==> src/rtl/mac_frame_scheduler.sv <==
// mac_frame_scheduler: runs bursts of generator frames through LOAD/PRESENT/RELEASE/GAP
// and hands each frame to the serializer over a valid/ready handshake.
module mac_frame_scheduler #(
    parameter int LEN_W        = 16,
    parameter int CNT_W        = 32,
    parameter int GAP_W        = 16,
    parameter int DONE_TIMEOUT = 16
) (
    input  logic             clk,
    input  logic             i_rst_n,
    input  logic             i_burst_start,
    input  logic             i_stop,
    input  logic [CNT_W-1:0] i_num_frames,
    input  logic [LEN_W-1:0] i_len_min,
    input  logic [LEN_W-1:0] i_len_max,
    input  logic [LEN_W-1:0] i_len_step,
    input  logic [7:0]       i_mode,
    input  logic [GAP_W-1:0] i_ifg_cycles,
    input  logic             i_gen_done,
    output logic             o_gen_start,
    output logic [LEN_W-1:0] o_gen_length,
    output logic [7:0]       o_gen_mode,
    output logic             o_prbs_rst_n,
    output logic             o_frame_valid,
    input  logic             i_frame_ready,
    output logic             o_busy,
    output logic [CNT_W-1:0] o_frames_sent,
    output logic             o_burst_done,
    output logic             o_timeout_err
);
    localparam int TW = $clog2(DONE_TIMEOUT + 1);
    localparam logic [TW-1:0] T_LAST = TW'(DONE_TIMEOUT - 1);
    localparam logic [2:0] IDLE    = 3'd0;
    localparam logic [2:0] LOAD    = 3'd1;
    localparam logic [2:0] PRESENT = 3'd2;
    localparam logic [2:0] RELEASE = 3'd3;
    localparam logic [2:0] GAP     = 3'd4;

    logic [2:0]       state;
    logic [CNT_W-1:0] num;
    logic [LEN_W-1:0] len_min, len_max, len_step, len_next;
    logic [LEN_W:0]   len_sum;
    logic [GAP_W-1:0] ifg, gcnt;
    logic [TW-1:0]    tcnt;
    logic             stop_seen, finish;

    // One extra bit on the sum so a wrap past all-ones can never look like a legal length.
    always_comb begin
        len_sum  = {1'b0, o_gen_length} + {1'b0, len_step};
        len_next = (len_sum <= {1'b0, len_max}) ? len_sum[LEN_W-1:0] : len_min;
        finish   = (num != '0 && o_frames_sent == num) || stop_seen || i_stop;
    end

    always_ff @(posedge clk or negedge i_rst_n) begin
        if (!i_rst_n) begin
            state         <= IDLE;
            num           <= '0;
            len_min       <= '0;
            len_max       <= '0;
            len_step      <= '0;
            ifg           <= '0;
            gcnt          <= '0;
            tcnt          <= '0;
            stop_seen     <= 1'b0;
            o_gen_start   <= 1'b0;
            o_gen_length  <= '0;
            o_gen_mode    <= '0;
            o_prbs_rst_n  <= 1'b1;
            o_frame_valid <= 1'b0;
            o_busy        <= 1'b0;
            o_frames_sent <= '0;
            o_burst_done  <= 1'b0;
            o_timeout_err <= 1'b0;
        end else begin
            o_prbs_rst_n <= 1'b1;
            o_burst_done <= 1'b0;
            if (state != IDLE) stop_seen <= stop_seen | i_stop;
            case (state)
                IDLE: if (i_burst_start) begin
                    num           <= i_num_frames;
                    len_min       <= i_len_min;
                    len_max       <= i_len_max;
                    len_step      <= i_len_step;
                    ifg           <= i_ifg_cycles;
                    o_gen_mode    <= i_mode;
                    o_gen_length  <= i_len_min;
                    o_frames_sent <= '0;
                    o_timeout_err <= 1'b0;
                    o_prbs_rst_n  <= 1'b0;
                    stop_seen     <= i_stop;
                    o_busy        <= 1'b1;
                    o_gen_start   <= 1'b1;
                    tcnt          <= '0;
                    state         <= LOAD;
                end
                LOAD: begin
                    if (!i_gen_done) begin
                        o_frame_valid <= 1'b1;
                        state         <= PRESENT;
                    end else if (tcnt == T_LAST) begin
                        o_timeout_err <= 1'b1;
                        o_gen_start   <= 1'b0;
                        o_busy        <= 1'b0;
                        o_burst_done  <= 1'b1;
                        state         <= IDLE;
                    end else begin
                        tcnt <= tcnt + TW'(1);
                    end
                end
                PRESENT: if (i_frame_ready) begin
                    o_frame_valid <= 1'b0;
                    o_gen_start   <= 1'b0;
                    if (o_frames_sent != '1) o_frames_sent <= o_frames_sent + CNT_W'(1);
                    tcnt          <= '0;
                    state         <= RELEASE;
                end
                RELEASE: begin
                    if (i_gen_done) begin
                        o_gen_length <= len_next;
                        gcnt         <= '0;
                        state        <= GAP;
                    end else if (tcnt == T_LAST) begin
                        o_timeout_err <= 1'b1;
                        o_busy        <= 1'b0;
                        o_burst_done  <= 1'b1;
                        state         <= IDLE;
                    end else begin
                        tcnt <= tcnt + TW'(1);
                    end
                end
                GAP: begin
                    if (gcnt != ifg) begin
                        gcnt <= gcnt + GAP_W'(1);
                    end else if (finish) begin
                        o_busy       <= 1'b0;
                        o_burst_done <= 1'b1;
                        state        <= IDLE;
                    end else begin
                        o_gen_start <= 1'b1;
                        tcnt        <= '0;
                        state       <= LOAD;
                    end
                end
                default: state <= IDLE;
            endcase
        end
    end
endmodule

==> config.mk <==
export PLATFORM = sky130hd
export DESIGN_NAME = mac_frame_scheduler
export DESIGN_NICKNAME = d
export VERILOG_FILES = /design/src/rtl/mac_frame_scheduler.sv
export SDC_FILE = /design/constraint.sdc
export NUM_CORES = 1
export LEC_CHECK = 0
export ABC_AREA = 1
export CAP_MARGIN = 15
export CORE_MARGIN = 2
export CORE_UTILIZATION = 45
export DETAILED_ROUTE_END_ITERATION = 6
export DONT_BUFFER_PORTS = 1
export SLEW_MARGIN = 0
export SYNTH_ARGS = -nofsm -noshare
export SYNTH_HDL_FRONTEND = slang
export SYNTH_SLANG_ARGS = --single-unit
==> constraint.sdc <==
create_clock -name clk -period 7.1 [get_ports clk]
set_input_delay 0.71 -clock clk [delete_from_list [all_inputs] [get_ports clk]]
set_output_delay 0.71 -clock clk [all_outputs]
set_load 0.005 [all_outputs]
==> results.py, run 1 <==
metrics = {
    "run_status": {
        "run_status": "finished clean",
    },
    "pwr": {
        "p_int_mw": 2.988,
        "power.sequential.fraction_pct": 30.9,
        "max_rail_drop_vdd_mv": 0.2828,
        "p_leak_nw": 5.315,
        "clock_power_share_pct": 15.1,
        "powerDensity_nw_per_um2": 507.7,
        "combinationalPowerShare_pct": 54.0,
        "total_power_consumption_of_the_routed_design_mw": 5.736,
        "switching_share_pct": 47.91,
        "p_sw_mw": 2.748,
    },
    "synthesis": {
        "synth_fa_ha_area_share_pct": 4.468,
        "ys_top_cells_by_area": "dfrtp_1, nand2_1, inv_1, ha_1, nand3_1",
        "post-synth-top-area-fraction_pct": 43.26,
        "synth_enable_flop_cells": 0,
        "largest_family_of_logic_cells_by_synthesized_area": "simple AND/OR/NAND/NOR gates",
        "post_synth.cell_area_avg_sq_um": 7.799,
        "synthesis.yosys.warnings": 0,
        "postSynth.topFlopCell": "dfrtp_1",
        "synth.mux.area_fraction_pct": 0,
        "async_reset_ff_share_pct": 100.0,
        "mapped_cells": 1350,
        "yosysSeqAreaShare_pct": 43.51,
        "post_synth_and_or_nand_nor_area_fraction_pct": 30.72,
        "yosysUniqueCellTypes": 52,
        "ys_ff_latch": 183,
        "synth_compound_area_share_pct": 8.901,
        "synthMostInstantiatedCell": "nand2_1",
        "synth-xor-area-share_pct": 5.573,
        "netlist_area_sq_um": 10530,
        "syn_nets": 1497,
        "synth.top_cells.by_count": "nand2_1, dfrtp_1, inv_1",
        "yosys.area.top_type": "dfrtp_1",
    },
    "detailed_routing": {
        "vias": 8553,
        "drt_iter0_markers": 478,
        "drt_pass1_iterations": 6,
        "route.detailed.vias_per_inst": 5.162,
        "drcViolationCount": 0,
        "routedWlPerCell_um": 16.13,
        "detail-route-antenna-nets": 0,
        "detail_route.wirelength_mm": 26.73,
    },
    "placement": {
        "place_congestion": 0.9073,
        "post-dp-hpwl_mm": 19.43,
        "port_buffers": 0,
        "count_of_placed_standard_cells_including_taps": 1624,
        "place_worst_setup_slack_ns": 3.195,
        "place_area_sq_um": 10750,
    },
    "die": {
        "coreArea_sq_um": 22780,
        "die_height_um": 157.0,
        "row_count": 55,
        "fp.dieW_um": 157.0,
        "initial_utilization_pct": 46.22,
        "design.die.area_sq_um": 24640,
        "io-pin-count": 172,
    },
    "cts": {
        "clockBufferDepth": 2,
        "cts.hold.buffers_added": 1,
        "cts.root.buffer_cell": "clkbuf_16",
        "clk_latency_ns": 0.44,
        "cts.clk_slew.worst_paths_ns": 0.07,
        "clock_buffer_count_from_cts": 17,
        "postCtsResizedCells": 0,
        "tritoncts": "yes",
        "ctsHtreeMaxLevel": 4,
        "post_cts_buffers": 0,
        "tritoncts_sink_count": 183,
    },
    "global_routing": {
        "grt_pass1_vias": 8421,
        "grt_antenna_before_repair": 0,
        "combined_global_route_utilization_of_all_metal_layers_pct": 22.39,
        "overflow": 0,
        "grt_pass1_wl_mm": 43.18,
        "grt_start_max_net_pins": 183,
    },
    "sta": {
        "layout_worst_path_cycle_share_pct": 55.04,
        "report.final.setup_viol": 0,
        "max_slew_margin_pct": 32.21,
        "min_period_ns": 3.908,
        "timing_hold_violations_final": 0,
        "setup_ws_ns": 3.192,
        "timing_worst_slew_pin_value_ns": 1.017,
        "maxClockFrequency_mhz": 255.9,
        "rsz0062_at_grt": "no",
        "timing.final.max_slew_violations": 0,
        "fin_tns_setup_ns": 0,
        "clock_skew_ns": 0.01629,
    },
    "setup_path": {
        "crit_required_ns": 7.45,
        "cp_max_fo": 16,
        "critical-path-max-stage-delay_ns": 0.42,
        "ff2ff_path_depth": 25,
        "r2r_slack_ns": 3.19,
        "cp_data_arrival_time_ns": 4.26,
        "worst_setup_path_start_kind": "register",
        "crit_type": "register to register",
        "crit_slowest_cell": "fa_1",
        "timing.critical_path.to_type": "register",
        "cpMostUsedCell": "nand2_1",
    },
    "flow_run": {
        "cap_violations": 0,
    },
    "finish": {
        "num-nets-final": 1478,
        "instances_no_fill": 1657,
        "drive_gt1_share_pct": 7.813,
        "final_cell_area_sq_um": 11300,
        "synthToLayoutAreaGrowth_pct": 7.297,
        "n_fill_cell": 2284,
        "antenna_cells": 0,
    },
    "hold_path": {
        "hold_path.class": "primary input to asynchronous set/reset pin",
    },
}
-- power by group through the flow --
stage / logic [mW] / registers [mW] / clock network, mW
global placement: 3.03 / 1.78 / 0
detailed placement: 3.08 / 1.79 / 0
floorplan: 2.49 / 1.68 / 0
global route: 3.55 / 1.82 / 0.938
CTS: 3.12 / 1.77 / 0.897
finish: 3.10 / 1.77 / 0.867
-- path summary, 6_finish.rpt --
check | startpoint | to
max in group asynchronous | i_rst_n | tcnt[2]
worst min-delay path | i_rst_n | o_prbs_rst_n
min in group clk | i_ifg_cycles[15] | ifg[15]
worst min register to register | len_step[12] | len_step[12]
worst max-delay path | o_gen_length[0] | o_gen_length[12]
worst max register to register | o_gen_length[0] | o_gen_length[12]
-- registers in the layout, indices dropped and copies added (netlist names), 3 cells and up --
name and cells:
state 3, len_step 16, num 32, tcnt 5
o_gen_length 16, o_frames_sent 32, ifg 16, len_max 16
len_min 16, o_gen_mode 8, gcnt 16
-- metrics by stage --
stage / hold slack (ns) / util (%)
after floorplan: 0.4144 / -
after global placement: 0.4216 / 47.20
after detailed placement: 0.4228 / 47.20
after CTS: 0.09141 / 49.60
after global routing: 0.08869 / 49.60
final: 0.1149 / 49.60
-- routing by layer --
metal  vias to the layer above  part of all wire, %  GRT usage [%]
li1                       4321                    -              -
met1                      3982                   45          29.18
met2                       224                   46          36.28
met3                        26                  7.8          6.195
met4                         0                  1.6          6.990
met5                         -                    0              0
-- placed cells by master, fill, tap and decap left out, types with 2 or more instances in the layout --
master	synthesis	final
and3_1	3	3
nand3_1	76	76
a21oi_1	71	71
nand2_4	1	2
nand3_2	12	12
nand3b_1	3	3
o21bai_1	2	2
nand2_1	424	424
a21o_1	3	3
nor2_1	83	83
a2bb2oi_1	2	2
a211oi_1	3	3
clkinvlp_4	0	3
ha_1	36	36
clkbuf_16	0	17
o31ai_1	13	13
nor2_4	9	9
nand3_4	2	2
inv_6	0	3
nand4_1	22	22
nor2_2	5	5
a21oi_2	3	3
o21ai_1	4	4
nor4_1	16	16
nor3_2	5	5
inv_2	13	12
nand2_2	9	8
clkinv_2	0	4
xor2_1	25	25
or2_2	10	10
o21a_1	4	4
clkbuf_1	21	4
nor3_1	29	29
inv_4	1	2
nand4_2	2	2
xnor2_1	42	42
dfrtp_1	182	182
o21ai_0	56	56
inv_1	127	127
-- critical path, delay by kind of cell (launching register included) --
kind                       cells  cell delay (ns)
AOI/OAI and AO/OA              3             0.47
adders and majority gates      3             0.98
buffers and inverters          2             0.09
DFF                            1             0.41
and+or+nand+nor               17             1.86
-- area by class of cell --
class                   count  area (sq um)  share of cell area, %
well taps                 313         391.6                  3.467
clock inverters            11         77.57                 0.6867
multi-input cells         985          5234                  46.33
repair buffers              2         35.03                 0.3101
inverters                 142         538.0                  4.762
flip-flops and latches    183          4581                  40.55
clock buffers              21         440.4                  3.899
-- kinds of logic (layout without fill, tap and decap cells) --
group | after synthesis | count (layout)
adders and majority gates | 37 | 37
buffers and inverters | 182 | 176
and+or+nand+nor | 714 | 714
DFF | 183 | 183
xor gates and xnor gates | 67 | 67
AOI/OAI and AO/OA | 167 | 167
Note: power is estimated with default switching activity, not from simulation.
==> run 2: changes to the inputs <==
==> constraint.sdc (replaced) <==
create_clock -name clk -period 3.5 [get_ports clk]
set_input_delay 0.35 -clock clk [delete_from_list [all_inputs] [get_ports clk]]
set_output_delay 0.35 -clock clk [all_outputs]
set_load 0.005 [all_outputs]
==> run 2 against run 1 <==
The run now ends with negative hold slack left. Wire length rose by 1.8%. Maximum frequency rose by 17%. Global-route usage rose by 0.11 points. First-iteration DRC count rose by 12%. Sequential cell count did not move. Setup slack got worse by 3.0 ns. Largest power group unchanged.
==> results.py, run 2 (synthesis results as in run 1) <==
metrics = {
    "sta": {
        "timing_worst_slew_pin_value_ns": 0.5745,
        "layout_worst_path_cycle_share_pct": 95.41,
        "maxClockFrequency_mhz": 299.5,
        "timing_hold_violations_final": 183,
        "max_slew_margin_pct": 61.66,
        "clock_skew_ns": 0.02369,
        "finalHoldWorstSlack_ns": -0.3816,
        "report.final.setup_viol": 0,
        "timing.final.max_slew_violations": 0,
        "min_period_ns": 3.339,
    },
    "detailed_routing": {
        "vias": 8743,
        "detail-route-antenna-nets": 0,
        "drt_pass1_iterations": 5,
        "detail_route.wirelength_mm": 27.21,
        "drcViolationCount": 0,
        "drt_iter0_markers": 534,
        "routedWlPerCell_um": 16.25,
        "route.detailed.vias_per_inst": 5.220,
    },
    "die": {
        "design.die.area_sq_um": 24640,
        "coreArea_sq_um": 22780,
        "io-pin-count": 172,
        "row_count": 55,
        "fp.dieW_um": 157.0,
        "initial_utilization_pct": 46.22,
        "die_height_um": 157.0,
    },
    "finish": {
        "synthToLayoutAreaGrowth_pct": 10.81,
        "n_fill_cell": 2195,
        "instances_no_fill": 1675,
        "layout.cells.most_common_list": "nand2_1, dfrtp_1, inv_1",
        "antenna_cells": 0,
        "drive_gt1_share_pct": 11.82,
        "layout_commonest_cell": "nand2_1",
        "num-nets-final": 1496,
        "top_regs": "num: 32 flops, o_frames_sent: 32 flops",
    },
    "cts": {
        "tritoncts": "yes",
        "cts.clk_slew.worst_paths_ns": 0.07,
        "clk_latency_ns": 0.44,
        "clockBufferDepth": 2,
        "ctsHtreeMaxLevel": 4,
        "clock_buffer_count_from_cts": 17,
        "cts.root.buffer_cell": "clkbuf_16",
        "tritoncts_sink_count": 183,
    },
    "setup_path": {
        "cp_data_arrival_time_ns": 3.69,
        "crit_required_ns": 3.85,
        "timing.critical_path.to_type": "register",
        "worst_setup_path_start_kind": "register",
        "cp_max_fo": 8,
        "crit_type": "register to register",
    },
    "run_status": {
        "run_status": "complete, but fails checks",
        "violated_checks": "negative hold slack",
    },
    "global_routing": {
        "grt_pass1_wl_mm": 43.82,
        "grt_start_max_net_pins": 184,
        "overflow": 0,
        "combined_global_route_utilization_of_all_metal_layers_pct": 22.50,
        "grt_pass1_vias": 8574,
        "grt_antenna_before_repair": 0,
    },
    "placement": {
        "count_of_placed_standard_cells_including_taps": 1639,
        "place_congestion": 0.8611,
        "port_buffers": 0,
        "post-dp-hpwl_mm": 19.78,
    },
    "flow_run": {
        "cap_violations": 0,
    },
    "pwr": {
        "total_power_consumption_of_the_routed_design_mw": 12.57,
        "max_rail_drop_vdd_mv": 0.6053,
        "powerDensity_nw_per_um2": 1077,
        "p_leak_nw": 5.428,
    },
    "hold_path": {
        "hold_path.class": "primary input to asynchronous set/reset pin",
    },
}
[run 2: cell types whose count changed in the layout (fill, tap and decap cells not counted), sizes merged]
cell / previous run / this run
clkbuf: 21 / 20
inv: 144 / 143
nand3: 90 / 91
buf: 2 / 19
clkinvlp: 3 / 4
clkinv: 6 / 7
[run 2: timing repair]
action	CTS	global route
endpoints found under the setup margin	0	16
buffers inserted	0	3
resized for setup	0	38
endpoints found under the hold margin	183	183
[run 2: final cells by class]
| type | instances | area, sq um | share of cell area (%) |
|---|---|---|---|
| inverter | 142 | 538.0 | 4.611 |
| clock inverter | 12 | 95.09 | 0.8150 |
| tap | 313 | 391.6 | 3.357 |
| timing repair buffer | 19 | 167.7 | 1.437 |
| clock buffer | 20 | 456.7 | 3.914 |
| multi-input combinational | 986 | 5438 | 46.61 |
| sequential | 183 | 4581 | 39.26 |
[run 2: worst max-delay path: stages (launching register included)]
cell and delay (ns):
dfrtp_1 0.41, buf_4 0.15, fa_2 0.40, nand3_2 0.09, nand2_2 0.07, a21oi_1 0.21
inv_1 0.08, nand2_1 0.10, nand3_1 0.08, nand2_1 0.15, inv_1 0.06, ha_1 0.31
a21oi_2 0.20, o2111ai_1 0.18, nor2_4 0.21, nand3_4 0.18, nand3_1 0.12, nand3_1 0.08
a21oi_2 0.15
[run 2: stage by stage]
step	utilization, %	setup slack (ns)	setup TNS [ns]	instance area [sq um]	hold WS [ns]
2_1_floorplan	-	0.1982	0	10530	0.05441
3_3_place_gp	47.81	0.09190	0	10890	0.06184
3_5_place_dp	47.81	0.03613	0	10890	0.06213
4_1_cts	50.23	0.01554	0	11440	-0.4026
5_1_grt	51.22	-0.03234	-0.1299	11670	-0.4073
6_report	51.22	0.1606	0	11670	-0.3816
[run 2: power breakdown]
group / leakage (nW) / switching (mW) / internal (mW)
clock network: 0.261 / 0.874 / 0.957
registers: 2.32 / 0.675 / 2.91
logic: 2.85 / 4.39 / 2.76
[run 2: final timing paths]
| kind | end | cells after the start | slack (ns) | start |
|---|---|---|---|---|
| max in group asynchronous | ifg[3] | 0 | 3.62 | i_rst_n |
| min in group clk | len_step[6] | 2 | 0.02 | i_len_step[6] |
| hold reg to reg | len_step[9] | 2 | 0.48 | len_step[9] |
| setup reg to reg | o_gen_length[12] | 18 | 0.16 | o_gen_length[1] |
| setup / recovery | o_gen_length[12] | 18 | 0.16 | o_gen_length[1] |
| hold / removal | num[12] | 0 | -0.38 | i_rst_n |
[run 2: routing by layer]
metal / global-route usage [%] / vias up / part of all wire [%]
met4: 5.330 / 0 / 1.2
li1: - / 4372 / -
met5: 0 / - / 0
met2: 36.99 / 210 / 47
met3: 6.718 / 28 / 7.0
met1: 29.27 / 4133 / 45
==> run 3: changes to the inputs <==
--- a/config.mk
+++ b/config.mk
@@ -11,6 +11,7 @@
 export CORE_UTILIZATION = 45
 export DETAILED_ROUTE_END_ITERATION = 6
 export DONT_BUFFER_PORTS = 1
+export GPL_TIMING_DRIVEN = 1
 export SLEW_MARGIN = 0
 export SYNTH_ARGS = -nofsm -noshare
 export SYNTH_HDL_FRONTEND = slang
==> results of run 3 <==
Same layout as run 2: the final DEF is identical, and so are final timing and power.
